<file path="src/rtl/cpu_bus_sequencer_pkg.sv">
// Shared CPU definitions: bus sequencer states, T-cycle encodings and a
// helper that sizes the wait-state counter.
package cpu_bus_sequencer_pkg;

  // Bus sequencer state machine encoding
  typedef enum logic [1:0] {
    BusIdle,
    BusAccess,
    BusWait
  } bus_state_e;

  // T-cycle numbering shared with cpu_control
  localparam logic [1:0] T0 = 2'd0;
  localparam logic [1:0] T1 = 2'd1;
  localparam logic [1:0] T2 = 2'd2;
  localparam logic [1:0] T3 = 2'd3;

  // Width able to hold 0..max_wait, never narrower than one bit
  function automatic int wait_cnt_width(input int max_wait);
    int w;
    w = $clog2(max_wait + 1);
    return (w < 1) ? 1 : w;
  endfunction

endpackage

</file>
<file path="src/rtl/cpu_bus_sequencer_if.sv">
// Request and external-bus signal bundle for the bus sequencer.
// The master side is the CPU plus external memory (it issues requests and
// answers with ready/read data); the slave side is the sequencer itself.
interface cpu_bus_sequencer_if;

  // Request from cpu_control
  logic        mem_enable;
  logic        mem_write;
  logic [15:0] mem_addr;
  logic [7:0]  mem_wdata;

  // Response from the external bus
  logic        bus_ready;
  logic [7:0]  bus_rdata;

  // Sequencer outputs
  logic [1:0]  t_cycle;
  logic [7:0]  mem_data_in;
  logic [15:0] bus_addr;
  logic [7:0]  bus_wdata;
  logic        bus_rd;
  logic        bus_wr;
  logic        stalled;
  logic        bus_timeout;

  modport master (
    output mem_enable, mem_write, mem_addr, mem_wdata, bus_ready, bus_rdata,
    input  t_cycle, mem_data_in, bus_addr, bus_wdata, bus_rd, bus_wr,
           stalled, bus_timeout
  );

  modport slave (
    input  mem_enable, mem_write, mem_addr, mem_wdata, bus_ready, bus_rdata,
    output t_cycle, mem_data_in, bus_addr, bus_wdata, bus_rd, bus_wr,
           stalled, bus_timeout
  );

endinterface

</file>
<file path="src/rtl/cpu_bus_sequencer.sv">
// CPU bus sequencer: paces the 4-phase T-cycle, turns the per-M-cycle
// memory request into a timed external bus transaction, captures read data,
// and stretches T2 with wait states (with optional forced completion).
// Every output is a flop, so an asynchronous reset can never glitch a strobe.
module cpu_bus_sequencer
  import cpu_bus_sequencer_pkg::*;
#(
  parameter int         MAX_WAIT      = 8,
  parameter logic [7:0] OPEN_BUS_DATA = 8'hFF
) (
  input  logic               clk,
  input  logic               reset,
  cpu_bus_sequencer_if.slave bus
);

  localparam int              CNT_W      = wait_cnt_width(MAX_WAIT);
  localparam logic [CNT_W-1:0] WAIT_LIMIT = CNT_W'(MAX_WAIT);
  localparam bit              TIMEOUT_EN = (MAX_WAIT > 0);

  bus_state_e       state;
  logic [1:0]       t_cycle;
  logic             req_write;
  logic [CNT_W-1:0] wait_cnt;
  logic [7:0]       mem_data_in;
  logic [15:0]      bus_addr;
  logic [7:0]       bus_wdata;
  logic             bus_rd;
  logic             bus_wr;
  logic             stalled;
  logic             bus_timeout;

  logic [CNT_W-1:0] wait_cnt_next;
  logic             wait_expired;

  // Count of wait clocks including the current one; forced completion fires
  // when that count reaches the limit.
  assign wait_cnt_next = wait_cnt + CNT_W'(1);
  assign wait_expired  = TIMEOUT_EN && (wait_cnt_next == WAIT_LIMIT);

  // Sequencer FSM: T-cycle counter, request capture, strobes and read capture
  always_ff @(posedge clk or posedge reset) begin
    if (reset) begin
      state       <= BusIdle;
      t_cycle     <= T0;
      req_write   <= 1'b0;
      wait_cnt    <= '0;
      mem_data_in <= 8'h00;
      bus_addr    <= 16'h0000;
      bus_wdata   <= 8'h00;
      bus_rd      <= 1'b0;
      bus_wr      <= 1'b0;
      stalled     <= 1'b0;
      bus_timeout <= 1'b0;
    end else begin
      bus_timeout <= 1'b0;
      case (state)
        BusIdle: begin
          t_cycle <= t_cycle + 2'd1;
          // Request is sampled only on the edge that ends T0
          if (t_cycle == T0 && bus.mem_enable) begin
            state     <= BusAccess;
            req_write <= bus.mem_write;
            bus_addr  <= bus.mem_addr;
            bus_wdata <= bus.mem_wdata;
            bus_rd    <= !bus.mem_write;
          end
        end

        BusAccess: begin
          case (t_cycle)
            T1: begin
              t_cycle <= T2;
              // Write strobe is confined to T2 (and any wait states)
              bus_wr  <= req_write;
            end
            T2: begin
              if (bus.bus_ready) begin
                t_cycle <= T3;
                bus_rd  <= 1'b0;
                bus_wr  <= 1'b0;
                if (!req_write) begin
                  mem_data_in <= bus.bus_rdata;
                end
              end else begin
                state    <= BusWait;
                stalled  <= 1'b1;
                wait_cnt <= '0;
              end
            end
            default: begin
              // End of T3: back to idle for the next M-cycle's T0
              t_cycle <= T0;
              state   <= BusIdle;
            end
          endcase
        end

        BusWait: begin
          // t_cycle stays at T2 and strobes hold until the access finishes
          if (bus.bus_ready || wait_expired) begin
            state       <= BusAccess;
            t_cycle     <= T3;
            stalled     <= 1'b0;
            bus_rd      <= 1'b0;
            bus_wr      <= 1'b0;
            wait_cnt    <= '0;
            bus_timeout <= !bus.bus_ready;
            if (!req_write) begin
              mem_data_in <= bus.bus_ready ? bus.bus_rdata : OPEN_BUS_DATA;
            end
          end else if (TIMEOUT_EN) begin
            wait_cnt <= wait_cnt_next;
          end
        end

        default: begin
          state   <= BusIdle;
          t_cycle <= T0;
        end
      endcase
    end
  end

  assign bus.t_cycle     = t_cycle;
  assign bus.mem_data_in = mem_data_in;
  assign bus.bus_addr    = bus_addr;
  assign bus.bus_wdata   = bus_wdata;
  assign bus.bus_rd      = bus_rd;
  assign bus.bus_wr      = bus_wr;
  assign bus.stalled     = stalled;
  assign bus.bus_timeout = bus_timeout;

endmodule

</file>
<file path="src/flat_wrapper.sv">
// flat-port wrapper written by rule: the top's interface ports become plain ports
module cpu_bus_sequencer_flat import cpu_bus_sequencer_pkg::*;
#(
  parameter int         MAX_WAIT      = 8,
  parameter logic [7:0] OPEN_BUS_DATA = 8'hFF
)
  (clk, reset, bus_mem_enable, bus_mem_write, bus_mem_addr, bus_mem_wdata, bus_bus_ready, bus_bus_rdata, bus_t_cycle, bus_mem_data_in, bus_bus_addr, bus_bus_wdata, bus_bus_rd, bus_bus_wr, bus_stalled, bus_bus_timeout);
  cpu_bus_sequencer_if bus_i ();
  input  logic clk;
  input  logic reset;
  input wire logic [$bits(bus_i.mem_enable)-1:0] bus_mem_enable;
  input wire logic [$bits(bus_i.mem_write)-1:0] bus_mem_write;
  input wire logic [$bits(bus_i.mem_addr)-1:0] bus_mem_addr;
  input wire logic [$bits(bus_i.mem_wdata)-1:0] bus_mem_wdata;
  input wire logic [$bits(bus_i.bus_ready)-1:0] bus_bus_ready;
  input wire logic [$bits(bus_i.bus_rdata)-1:0] bus_bus_rdata;
  output wire logic [$bits(bus_i.t_cycle)-1:0] bus_t_cycle;
  output wire logic [$bits(bus_i.mem_data_in)-1:0] bus_mem_data_in;
  output wire logic [$bits(bus_i.bus_addr)-1:0] bus_bus_addr;
  output wire logic [$bits(bus_i.bus_wdata)-1:0] bus_bus_wdata;
  output wire logic [$bits(bus_i.bus_rd)-1:0] bus_bus_rd;
  output wire logic [$bits(bus_i.bus_wr)-1:0] bus_bus_wr;
  output wire logic [$bits(bus_i.stalled)-1:0] bus_stalled;
  output wire logic [$bits(bus_i.bus_timeout)-1:0] bus_bus_timeout;
  assign bus_i.mem_enable = bus_mem_enable;
  assign bus_i.mem_write = bus_mem_write;
  assign bus_i.mem_addr = bus_mem_addr;
  assign bus_i.mem_wdata = bus_mem_wdata;
  assign bus_i.bus_ready = bus_bus_ready;
  assign bus_i.bus_rdata = bus_bus_rdata;
  assign bus_t_cycle = bus_i.t_cycle;
  assign bus_mem_data_in = bus_i.mem_data_in;
  assign bus_bus_addr = bus_i.bus_addr;
  assign bus_bus_wdata = bus_i.bus_wdata;
  assign bus_bus_rd = bus_i.bus_rd;
  assign bus_bus_wr = bus_i.bus_wr;
  assign bus_stalled = bus_i.stalled;
  assign bus_bus_timeout = bus_i.bus_timeout;
  cpu_bus_sequencer #(.MAX_WAIT(MAX_WAIT), .OPEN_BUS_DATA(OPEN_BUS_DATA)) u_core (.clk(clk), .reset(reset), .bus(bus_i));
endmodule
</file>
<file path="config.mk">
export PLATFORM = sky130hd
export DESIGN_NAME = cpu_bus_sequencer_flat
export DESIGN_NICKNAME = d
export VERILOG_FILES = /design/src/rtl/cpu_bus_sequencer_pkg.sv /design/src/rtl/cpu_bus_sequencer_if.sv /design/src/rtl/cpu_bus_sequencer.sv /design/src/flat_wrapper.sv
export SDC_FILE = /design/constraint.sdc
export NUM_CORES = 1
export LEC_CHECK = 0
export CAP_MARGIN = 20
export CORE_MARGIN = 3
export CORE_UTILIZATION = 44
export DETAILED_ROUTE_END_ITERATION = 8
export PLACE_DENSITY = 0.82
export RECOVER_POWER = 50
export SYNTH_ARGS = -nofsm -noshare
export SYNTH_HDL_FRONTEND = slang
export SYNTH_SLANG_ARGS = --single-unit
</file>
<file path="constraint.sdc">
create_clock -name clk -period 2.05 [get_ports clk]
set_input_delay 0.41 -clock clk [delete_from_list [all_inputs] [get_ports clk]]
set_output_delay 0.41 -clock clk [all_outputs]
set_load 0.05 [all_outputs]
</file>
Yosys cells after proc, flatten, opt, wreduce, memory -nomap -nowiden
Index checks and enable logic that the tools add are counted.
Word-level totals
  register bits after elaboration: 45
  input port bits: 37
  output and inout port bits: 38
  word-level logic and storage cells: 77
Cells by class
  add/subtract/negate cells: 2
  equality and inequality tests: 16
  multiplexer cells: 32
  reductions and logical operators: 16
Operators with widths (number)
  8-bit two-way mux: 6
  8-bit case mux with 2 select lines: 1
  4-bit two-way mux: 3
  2-bit case mux with 3 select lines: 2
  4-bit AND reduction: 3
  2-bit two-way mux: 5
  2-bit inequality test, second input constant: 5
  1-bit two-way mux: 8
  2-bit case mux with 2 select lines: 2
  4-bit case mux with 2 select lines: 1
  2-bit by 1-bit inequality test with 1-bit output, second input constant: 3
  3-bit inequality test, second input constant: 2
  1-bit case mux with 2 select lines: 3
  6-bit AND reduction: 1
  5-bit AND reduction: 1
  4-bit by 1-bit adder with 4-bit output, second input constant: 1
  2-bit by 1-bit equality test with 1-bit output, second input constant: 2
  2-bit equality test, second input constant: 2
  4-bit equality test, second input constant: 1
  2-bit logical NOT: 2
  2-bit AND reduction: 2
  3-bit by 2-bit inequality test with 1-bit output, second input constant: 1
  1-bit case mux with 3 select lines: 1
  3-bit AND reduction: 1
  6 further kinds: 7

Logic depth before layout (Yosys ltp)
Gate-level depths: netlist (run 1).
  word-level depth: 5
  gate-level depth with buffers: 7
  mapped depth without buffers: 6

Worst setup path before layout (run 1)
OpenSTA, ideal clock, no wires.
  kind: reg2reg
  start: register u_core.t_cycle[0] (netlist: u_core.bus.t_cycle[0])
  end: register u_core.t_cycle[0] (netlist: u_core.bus.t_cycle[0])
  setup time: 128 ps
  data arrival time: 1831 ps
  data required time: 1922 ps
  slack: 92 ps
  stages on the path, launching flop included: 7
  path buffers: 0
  period minus slack after synthesis: 1958 ps
  cells stage by stage: dfrtp_1 inv_1 ha_1 and2_2 o21ai_0 a21oi_2 mux2_1
Between the ends
  longest elaborated chain between the ends: 3
  elaborated cells between the ends (all ways): 7
  those cells by class: 1 x add/sub; 3 x eq/ne; 2 x mux; 1 x reduce/logical
RTL lines
  start, declared: line cpu_bus_sequencer.sv:21  | logic [1:0] t_cycle;
  start signal, assigned: line cpu_bus_sequencer.sv:58  | t_cycle <= t_cycle + 2'd1;
  2-bit equality test / 2-bit by 1-bit equality test with 1-bit output (equally long branches): line cpu_bus_sequencer.sv:70  | case (t_cycle)
  2-bit case mux with 2 select lines / 3-bit inequality test (equally long branches)
  2-bit case mux with 3 select lines / 2-bit AND reduction (equally long branches)
Several ways; a longest one is shown, not always the timed one.
A chain may end at the register's enable or synchronous reset.

Worst setup path after layout (run 1)
  start: register u_core.state[0]
  end: register u_core.bus_wr (netlist: u_core.bus.bus_wr)
Between the ends
  longest elaborated chain between the ends: 3
  elaborated cells between the ends (all ways): 8
  those cells by class: 5 x eq/ne; 1 x mux; 2 x reduce/logical
RTL lines
  start, declared: line cpu_bus_sequencer.sv:20  | bus_state_e state;
  start signal, assigned: line cpu_bus_sequencer.sv:43  | state <= BusIdle;
  start signal, assigned: line cpu_bus_sequencer.sv:61  | state <= BusAccess;
  start signal, assigned: line cpu_bus_sequencer.sv:85  | state <= BusWait;
  2-bit by 1-bit equality test with 1-bit output / 2-bit equality test (equally long branches): line cpu_bus_sequencer.sv:56  | case (state)
  3-bit by 2-bit inequality test with 1-bit output (no source line), or another cell as far along
  4-bit AND reduction (no source line)
  end signal, assigned: line cpu_bus_sequencer.sv:74  | bus_wr <= req_write;
  end, declared: line cpu_bus_sequencer.sv:28  | logic bus_wr;
Several ways; a longest one is shown, not always the timed one.

==> results of run 1 <==
worst max-delay path, cell delays in order (launching register included):
cell and delay, ns:
dfrtp_1 0.41, inv_1 0.13, ha_1 0.33, nand2b_2 0.10, or3_4 0.41, nand4b_1 0.12, mux2_1 0.32
cells by family (layout without fill, tap and decap cells):
logic type | Yosys count | count (layout) | synth area share [%]
adders and majority gates | 8 | 8 | 4.79
muxes | 32 | 32 | 17.2
AOI/OAI and AO/OA | 31 | 31 | 12.9
buffers and inverters | 13 | 99 | 2.81
and+or+nand+nor | 29 | 29 | 8.44
DFF | 45 | 45 | 53.9
routing by layer:
| metal | vias to the layer above | GRT usage [%] |
|---|---|---|
| li1 | 732 | - |
| met1 | 731 | 21.1 |
| met2 | 69 | 28.6 |
| met3 | 6 | 7.74 |
| met4 | 0 | 3.56 |
| met5 | - | 0 |
power groups by stage:
stage               registers [W]  logic, W  clock network [W]
global placement          0.00153   0.00360                  0
floorplan                 0.00279   0.00127                  0
CTS                       0.00154   0.00366           0.000695
finish                    0.00153   0.00359           0.000678
detailed placement        0.00155   0.00364                  0
global route              0.00158   0.00381           0.000740
sequential cells by signal, indices dropped and copies added, names as in the netlist:
register and cells:
u_core.bus.bus_wdata 8, u_core.bus.bus_wr 1, u_core.wait_cnt 4, u_core.bus.bus_rd 1, u_core.bus.bus_addr 16, u_core.bus.stalled 1, u_core.req_write 1, u_core.bus.mem_data_in 8
u_core.state 2, u_core.bus.t_cycle 2, u_core.bus.bus_timeout 1
Yosys cell counts (2+ instances only):
library cell  count
mux2i_1           3
a21oi_1           2
nand2_1           5
mux2_2           25
o21ai_0           5
dfrtp_1          45
mux2_1            3
buf_2             2
nand3_1           4
nor2_1            7
a21boi_2          2
inv_1            10
ha_1              8
o41ai_1           2
o22a_1            9
how the worst min path moves through the flow:
| stage | start | to | cells after the start |
|---|---|---|---|
| after detailed placement | u_core.bus.mem_data_in[1]$_DFFE_PP0P_ | u_core.bus.mem_data_in[1]$_DFFE_PP0P_ | 1 |
| after global routing | u_core.bus.bus_addr[10]$_DFFE_PP0P_ | u_core.bus.bus_addr[10]$_DFFE_PP0P_ | 1 |
| after global placement | u_core.bus.mem_data_in[0]$_DFFE_PP0P_ | u_core.bus.mem_data_in[0]$_DFFE_PP0P_ | 1 |
| final | u_core.bus.mem_data_in[1]$_DFFE_PP0P_ | u_core.bus.mem_data_in[1]$_DFFE_PP0P_ | 1 |
| after floorplan | u_core.wait_cnt[3]$_DFFE_PP0P_ | u_core.wait_cnt[3]$_DFFE_PP0P_ | 1 |
| after CTS | reset | u_core.bus.bus_addr[12]$_DFFE_PP0P_ | 3 |
layout by cell type, fill, tap and decap left out, types with 2 or more instances in the layout:
cell type        Yosys  layout
inv_1               10      10
o22a_1               9       9
dfrtp_1             45      45
mux2_1               3       3
ha_1                 8       8
a21oi_1              2       2
clkbuf_2             0       2
clkdlybuf4s50_1      0      72
nand3_1              4       4
a21boi_2             2       2
clkbuf_8             0       5
clkbuf_1             0       3
nand2_1              5       5
o41ai_1              2       2
o21ai_0              5       5
mux2i_1              3       3
nor2_1               7       7
buf_4                0       3
mux2_2              25      25
layout make-up:
class / instances / area (sq um) / share of cell area, %
timing repair buffer: 81 / 774 / 25.7
inverter: 10 / 37.5 / 1.24
sequential: 45 / 1130 / 37.3
clock inverter: 3 / 46.3 / 1.53
tap: 52 / 65.1 / 2.15
clock buffer: 5 / 68.8 / 2.28
multi-input combinational: 100 / 901 / 29.8
metrics by stage:
| step | cells | area, sq um | util (%) | setup WS (ns) |
|---|---|---|---|---|
| detailed placement | 288 | 2940 | 65.7 | 0.0676 |
| finish | 296 | 3020 | 67.5 | 0.127 |
| global route | 296 | 3020 | 67.5 | 0.0233 |
| global placement | 288 | 2940 | 65.7 | 0.108 |
| floorplan | 158 | 2090 | - | 0.0916 |
| CTS | 296 | 3050 | 68.2 | 0.116 |
==> impl_metrics.csv, run 1 <==
group,metric,value,unit
global_routing,grt_pass1_vias,1609,
sta,fmax,0.520,GHz
power,switching_share,47.3,%
cts,insertion_delay,0.29,ns
setup_path,endpoint,"u_core.bus.bus_wr$_DFFE_PP0P_",
final_layout,area_delta_synth_final,44.4,%
sta,worstMarginPinSlew,1.12,ns
yosys,synth_top_area_share,53.9,%
routing,dr_wl_met2,2100,microns
global_routing,grt_max_degree,25,
power,leakage,1.30,nW
sta,hold_viol,0,
routing,drtIter0Drc,92,
yosys,ys_ff_latch,45,
final_layout,fin_nets,288,
routing,drt.antenna.violating_nets,0,
placement,placement.io_buffers,74,
floorplan,fp.dieW,74.9,microns
setup_path,r2r_end,"u_core.bus.bus_wr$_DFFE_PP0P_",
floorplan,die_y,74.9,microns
routing,top_layer_used,"met4",
cts,post_cts_buffers,0,
routing,post_drt_wl_per_cell,15.2,microns
setup_path,crit_start,"u_core.state[0]$_DFFE_PP0P_",
routing,wl_met3,475,microns
cts,cts_root_buf,"clkbuf_8",
yosys,syn-cell-area,0.00209,sq mm
sta,min_period,1.92,ns
sta,hold_slack,0.493,ns
power,clkPwrFrac,11.7,%
power,p_total,0.00580,W
yosys,synthTopCellsByArea,"dfrtp_1 54%, mux2_2 13%, ha_1 4.8%",
cts,cts_tree,"built",
cts,cts-resized-gates,0,
power,power-per-cell-area,1920,mW/mm^2
setup_path,path_class,"reg -> reg",
status,status,"finished, final reports clean",
setup_path,reg2reg_slack,0.13,ns
yosys,synth_edf_count,0,
cts,numCtsBuffers,5,
global_routing,antenna_found_initial,0,
final_layout,drive_above_1_share,21.7,%
floorplan,placementRows,24,
setup_path,start_kind,"flip-flop",
sta,setup_viol,0,
yosys,synth-main-ff-cell,"dfrtp_1",
final_layout,diodes,0,
sta,tns,0,ns
final_layout,n_fill_cell,340,
yosys,synth_cell_types,41,
sta,drv_slew,0,
routing,viasPerCell,5.20,
placement,place.gp.congestion,0.824,
yosys,yosysSeqAreaShare,53.9,%
routing,drc,0,
floorplan,die_area,0.00561,sq mm
sta,rsz0062_at_grt,"false",
cts,cts_sinks,45,
setup_path,ff2ff_path_depth,6,
power,switchingPower,0.00274,W
sta,period_share,93.8,%
flow_run,cap_viol_max_count,0,
routing,dr_total_vias,1538,
cts,h-tree-depth,2,
global_routing,grt_overflow,0,
global_routing,grt_use_total,17.3,%
power,pwr-share-comb,61.9,%
floorplan,start_util,46.7,%
power,ir_drop,1160,uV
yosys,synth_nets,203,
setup_path,critPathRequiredTime,2.23,ns
setup_path,end_kind,"flip-flop",
setup_path,critPathMaxFanout,6,
routing,wirelength,4500,microns
global_routing,grt_pass1_wl,7310,microns
yosys,yosysWarnings,0,
setup_path,crit_arrival,2.11,ns
routing,first_pass_iters,4,
yosys,avgSynthCellArea,13.2,sq um
routing,wl_met1,1880,microns
sta,clock_skew,0.00712,ns
yosys,async_reset_ff_share,100,%
yosys,yosys.area.top_type,"dfrtp_1",
worst_hold_path,min_path_type,"reg -> reg",
yosys,synthCells,158,
power,p_int,0.00306,W
placement,hpwl,3390,microns
cts,hold_buffers,0,
floorplan,coreArea,0.00447,sq mm
floorplan,io_pins,75,
cts,ctsLongestPathBuffers,2,
sta,slew_headroom,25.4,%
power,seq_power_share,26.4,%
cts,clk_pin_slew,0.09,ns
setup_path,rr_startpoint,"u_core.state[0]$_DFFE_PP0P_",
No activity file was read; power rests on OpenSTA's default activity.
==> run 2, diff against run 1 <==
Settings changed: SETUP_SLACK_MARGIN set to 0.05.
==> run 2 against run 1 <==
  * Worst setup slack gained 0.012 ns
  * Worst hold slack is essentially flat
  * Register-to-register slack gained 0.07 ns
  * Flip-flop and latch count is the same
  * Sequential share of layout area shrank 0.14 points
  * Clock power is essentially flat
  * Routed wire length shrank 0.22%
  * Critical path depth shrank 5
  * First-iteration DRC count shrank 6.5%
  * Cell area grew 0.37%
  * Global-route usage is the same
  * Largest power group unchanged
==> impl_metrics.csv, run 2 (synthesized netlist as in run 1, its figures left out) <==
group,metric,value,unit
final_layout,layout_common_cells,"72 x clkdlybuf4s50_1, 45 x dfrtp_1, 25 x mux2_2, 10 x inv_1, 9 x o22a_1",
routing,first_pass_iters,4,
cts,clk_pin_slew,0.09,ns
sta,slew_headroom,25.4,%
sta,drv_slew,0,
cts,cts-resized-gates,0,
sta,tns,0,ns
routing,drtIter0Drc,86,
final_layout,largest_reg_flops,16,
sta,rsz0062_at_grt,"false",
routing,post_drt_wl_per_cell,15.2,microns
routing,dr_total_vias,1543,
power,ir_drop,1160,uV
routing,drt.antenna.violating_nets,0,
setup_path,crit_slowest_cell,"clkdlybuf4s50_1",
final_layout,top_regs,"u_core.bus.bus_addr (16), u_core.bus.bus_wdata (8), u_core.bus.mem_data_in (8)",
final_layout,drive_above_1_share,22.5,%
cts,cts_root_buf,"clkbuf_8",
sta,clock_skew,0.00797,ns
final_layout,seqCellArea,0.00113,sq mm
cts,numCtsBuffers,5,
placement,hpwl,3390,microns
global_routing,grt_max_degree,25,
routing,drc,0,
sta,hold_viol,0,
setup_path,critical_path_buf_inv_count,1,
sta,period_share,93.2,%
worst_hold_path,min_path_type,"reg -> reg",
final_layout,largest-register,"u_core.bus.bus_addr",
final_layout,diodes,0,
setup_path,rr_startpoint,"u_core.state[0]$_DFFE_PP0P_",
setup_path,crit_arrival,1.50,ns
floorplan,start_util,46.7,%
sta,fmax,0.523,GHz
setup_path,cp_cell_sequence,"clkdlybuf4s50_1",
sta,hold_slack,0.493,ns
placement,placement.io_buffers,74,
global_routing,antenna_found_initial,0,
power,p_total,0.00582,W
final_layout,final_common_cell,"clkdlybuf4s50_1",
cts,cts_sinks,45,
final_layout,n_fill_cell,336,
setup_path,slowest_delay,0.82,ns
global_routing,grt_use_total,17.3,%
cts,h-tree-depth,2,
power,power-per-cell-area,1920,mW/mm^2
setup_path,crit_start,"u_core.bus.bus_rd$_DFFE_PP0P_",
cts,cts_tree,"built",
sta,worstMarginPinSlew,1.12,ns
global_routing,grt_overflow,0,
floorplan,coreArea,0.00447,sq mm
cts,hold_buffers,0,
setup_path,cpLargestDelayFamily,"buffers and inverters",
routing,wirelength,4490,microns
setup_path,end_kind,"primary output",
setup_path,start_kind,"flip-flop",
setup_path,path_class,"reg -> out",
global_routing,grt_pass1_wl,7310,microns
floorplan,fp.dieW,74.9,microns
global_routing,grt_pass1_vias,1609,
placement,place.gp.congestion,0.824,
floorplan,placementRows,24,
setup_path,critPathMaxFanout,2,
placement,placed_area,0.00294,sq mm
sta,setup_viol,0,
power,leakage,1.30,nW
setup_path,critPathRequiredTime,1.64,ns
cts,insertion_delay,0.29,ns
final_layout,stdcell_area,0.00303,sq mm
cts,post_cts_buffers,0,
cts,ctsLongestPathBuffers,2,
worst_hold_path,hold_start,"u_core.bus.mem_data_in[1]$_DFFE_PP0P_",
floorplan,die_area,0.00561,sq mm
final_layout,multi_input_area,912,sq um
floorplan,die_y,74.9,microns
floorplan,io_pins,75,
routing,viasPerCell,5.21,
final_layout,area_delta_synth_final,44.9,%
sta,min_period,1.91,ns
flow_run,cap_viol_max_count,0,
final_layout,fin_nets,288,
status,status,"finished, final reports clean",
## run 2: cell count changes in the layout (fill, tap and decap cells not counted), sizes merged
cell | previous run | this run
buf | 3 | 4
clkbuf | 10 | 9
## run 2: where the power goes
part           total (W)  switching, W  leakage (nW)  internal [W]
sequential       0.00153      0.000228         0.540       0.00130
clock           0.000680      0.000315        0.0543      0.000365
combinational    0.00361       0.00221         0.708       0.00140
total            0.00582       0.00275          1.30       0.00307
## run 2: routing by layer
| layer | up-vias | track usage, % | part of all wire, % |
|---|---|---|---|
| li1 | 730 | - | - |
| met4 | 0 | 3.56 | 0.89 |
| met2 | 68 | 28.6 | 46 |
| met1 | 739 | 21.1 | 42 |
| met3 | 6 | 7.74 | 11 |
| met5 | - | 0 | 0 |
## run 2: path summary, 6_finish.rpt
check	end	slack (ns)	cells past startpoint
hold reg to reg	u_core.bus.mem_data_in[1]$_DFFE_PP0P_	0.49	1
setup reg to reg	u_core.bus.bus_wr$_DFFE_PP0P_	0.20	6
min in group asynchronous	u_core.wait_cnt[0]$_DFFE_PP0P_	0.73	3
max in group asynchronous	u_core.bus.bus_addr[1]$_DFFE_PP0P_	0.46	3
setup / recovery	bus_bus_rd	0.14	1
hold / removal	u_core.bus.mem_data_in[1]$_DFFE_PP0P_	0.49	1
## run 2: per-stage QoR
| stage | utilization [%] | worst slack (ns) | std cells |
|---|---|---|---|
| detailed placement | 65.7 | 0.0676 | 288 |
| global route | 67.7 | 0.0646 | 296 |
| finish | 67.7 | 0.139 | 296 |
| floorplan | - | 0.0916 | 158 |
| CTS | 68.2 | 0.116 | 296 |
| global placement | 65.7 | 0.108 | 288 |
## run 2: final cells by class
cell class / instances / share of cell area (%)
sequential: 45 / 37.2
multi-input combinational: 100 / 30.1
timing repair buffer: 81 / 25.6
clock buffer: 5 / 2.27
tap: 52 / 2.15
clock inverter: 3 / 1.53
inverter: 10 / 1.24
==> run 3, diff against run 2 <==
Settings changed: MAX_ROUTING_LAYER set to met4.
==> run 3 against run 2 <==
  * Clock power is essentially flat
  * Count of clock-buffer cells in the layout is the same
  * Via count grew 0.26%
  * Core utilization is the same
  * Sequential share of layout area is the same
  * Combinational power is essentially flat
  * Clock skew grew 0.00087 ns
  * Global-route usage grew 0.54 points
  * Routed wire length grew 0.13%
  * Total power is essentially flat
  * Cell area is the same
  * Largest cell class unchanged
==> impl_metrics.csv, run 3 (synthesized netlist as in run 1, its figures left out) <==
group,metric,value,unit
final_layout,final_common_cell,"clkdlybuf4s50_1",
sta,tns,0,ns
final_layout,drive_above_1_share,22.5,%
cts,hold_buffers,0,
routing,drt.antenna.violating_nets,0,
power,leakage,1.30,nW
floorplan,die_area,0.00561,sq mm
placement,placement.io_buffers,74,
setup_path,cpLargestDelayFamily,"buffers and inverters",
sta,rsz0062_at_grt,"false",
final_layout,largest_reg_flops,16,
sta,fin_ws,0.140,ns
floorplan,io_pins,75,
final_layout,area_delta_synth_final,44.9,%
global_routing,grt_pass1_vias,1610,
floorplan,placementRows,24,
routing,wirelength,4490,microns
global_routing,grt_pass1_wl,7310,microns
cts,clk_pin_slew,0.09,ns
sta,min_period,1.91,ns
sta,slew_headroom,25.3,%
sta,worstMarginPinSlew,1.12,ns
global_routing,antenna_found_initial,0,
routing,drc,0,
placement,dp_slack,0.0676,ns
power,power-per-cell-area,1920,mW/mm^2
cts,post_cts_buffers,0,
final_layout,n_fill_cell,336,
sta,drv_slew,0,
routing,first_pass_iters,4,
routing,post_drt_wl_per_cell,15.2,microns
floorplan,die_y,74.9,microns
setup_path,crit_arrival,1.50,ns
setup_path,crit_slowest_cell,"clkdlybuf4s50_1",
worst_hold_path,min_path_type,"reg -> reg",
setup_path,critPathRequiredTime,1.64,ns
global_routing,grt_use_total,17.9,%
global_routing,grt_max_degree,25,
setup_path,cp_cell_sequence,"clkdlybuf4s50_1",
status,status,"finished, final reports clean",
routing,dr_total_vias,1547,
setup_path,end_kind,"primary output",
sta,period_share,93.2,%
cts,cts_root_buf,"clkbuf_8",
sta,hold_slack,0.493,ns
final_layout,final_cells,296,
setup_path,path_class,"reg -> out",
final_layout,diodes,0,
flow_run,cap_viol_max_count,0,
routing,viasPerCell,5.23,
placement,dp.cells,288,
setup_path,critical_path_buf_inv_count,1,
final_layout,top_regs,"u_core.bus.bus_addr (16), u_core.bus.bus_wdata (8), u_core.bus.mem_data_in (8)",
final_layout,layout_common_cells,"72 x clkdlybuf4s50_1, 45 x dfrtp_1, 25 x mux2_2, 10 x inv_1, 9 x o22a_1",
cts,insertion_delay,0.29,ns
placement,place.gp.congestion,0.837,
sta,hold_viol,0,
sta,setup_viol,0,
setup_path,start_kind,"flip-flop",
setup_path,slowest_delay,0.82,ns
cts,cts_tree,"built",
cts,numCtsBuffers,5,
global_routing,grt_overflow,0,
final_layout,stdcell_area,0.00303,sq mm
floorplan,fp.dieW,74.9,microns
floorplan,start_util,46.7,%
power,ir_drop,1160,uV
sta,fmax,0.523,GHz
sta,clock_skew,0.00885,ns
placement,hpwl,3390,microns
cts,cts_sinks,45,
floorplan,coreArea,0.00447,sq mm
final_layout,fin_nets,288,
cts,ctsLongestPathBuffers,2,
placement,placed_area,0.00294,sq mm
routing,drtIter0Drc,87,
setup_path,critPathMaxFanout,2,
final_layout,largest-register,"u_core.bus.bus_addr",
cts,h-tree-depth,2,
## run 3: cell counts in the layout (fill, tap and decap cells not counted)
No cell type changed its count.
## run 3: where the power goes
group          switching (W)  leakage (nW)  total (W)  internal, W
Sequential          0.000228         0.540    0.00153      0.00130
Clock               0.000314        0.0543   0.000680     0.000365
Combinational        0.00222         0.708    0.00362      0.00140
Total                0.00276          1.30    0.00583      0.00307
## run 3: routing by layer
metal / part of all wire (%) / GRT usage (%) / wire length, microns
met4: 0.89 / 3.56 / 40
met2: 47 / 28.6 / 2100
met3: 8.4 / 5.87 / 378
met1: 44 / 22.3 / 1970
met5: 0 / - / 0
## run 3: path summary, 6_finish.rpt
path	from	to	slack, ns	cells after the start
worst max-delay path	u_core.bus.bus_rd$_DFFE_PP0P_	bus_bus_rd	0.14	1
worst min-delay path	u_core.bus.mem_data_in[1]$_DFFE_PP0P_	u_core.bus.mem_data_in[1]$_DFFE_PP0P_	0.49	1
max in group asynchronous	reset	u_core.bus.bus_addr[1]$_DFFE_PP0P_	0.45	3
worst max register to register	u_core.state[0]$_DFFE_PP0P_	u_core.bus.bus_wr$_DFFE_PP0P_	0.19	6
worst min register to register	u_core.bus.mem_data_in[1]$_DFFE_PP0P_	u_core.bus.mem_data_in[1]$_DFFE_PP0P_	0.49	1
min in group asynchronous	reset	u_core.bus.bus_wdata[0]$_DFFE_PP0P_	0.74	3
## run 3: layout make-up
cell class                      count  area, sq um  area share, %
Sequential cell                    45         1130           37.2
Multi-Input combinational cell    100          912           30.1
Timing Repair Buffer               81          774           25.6
Clock buffer                        5         68.8           2.27
Tap cell                           52         65.1           2.15
Clock inverter                      3         46.3           1.53
Inverter                           10         37.5           1.24
## run 3: timing repair
item,CTS,global route
hold endpoints to repair,0,0
endpoints found under the setup margin,0,7
resized for setup,0,2
## run 3: through the flow
stage	util [%]	total power (W)
finish	67.7	0.00583
CTS	68.2	0.00589
global route	67.7	0.00615
detailed placement	65.7	0.00519
floorplan	-	0.00406
global placement	65.7	0.00513
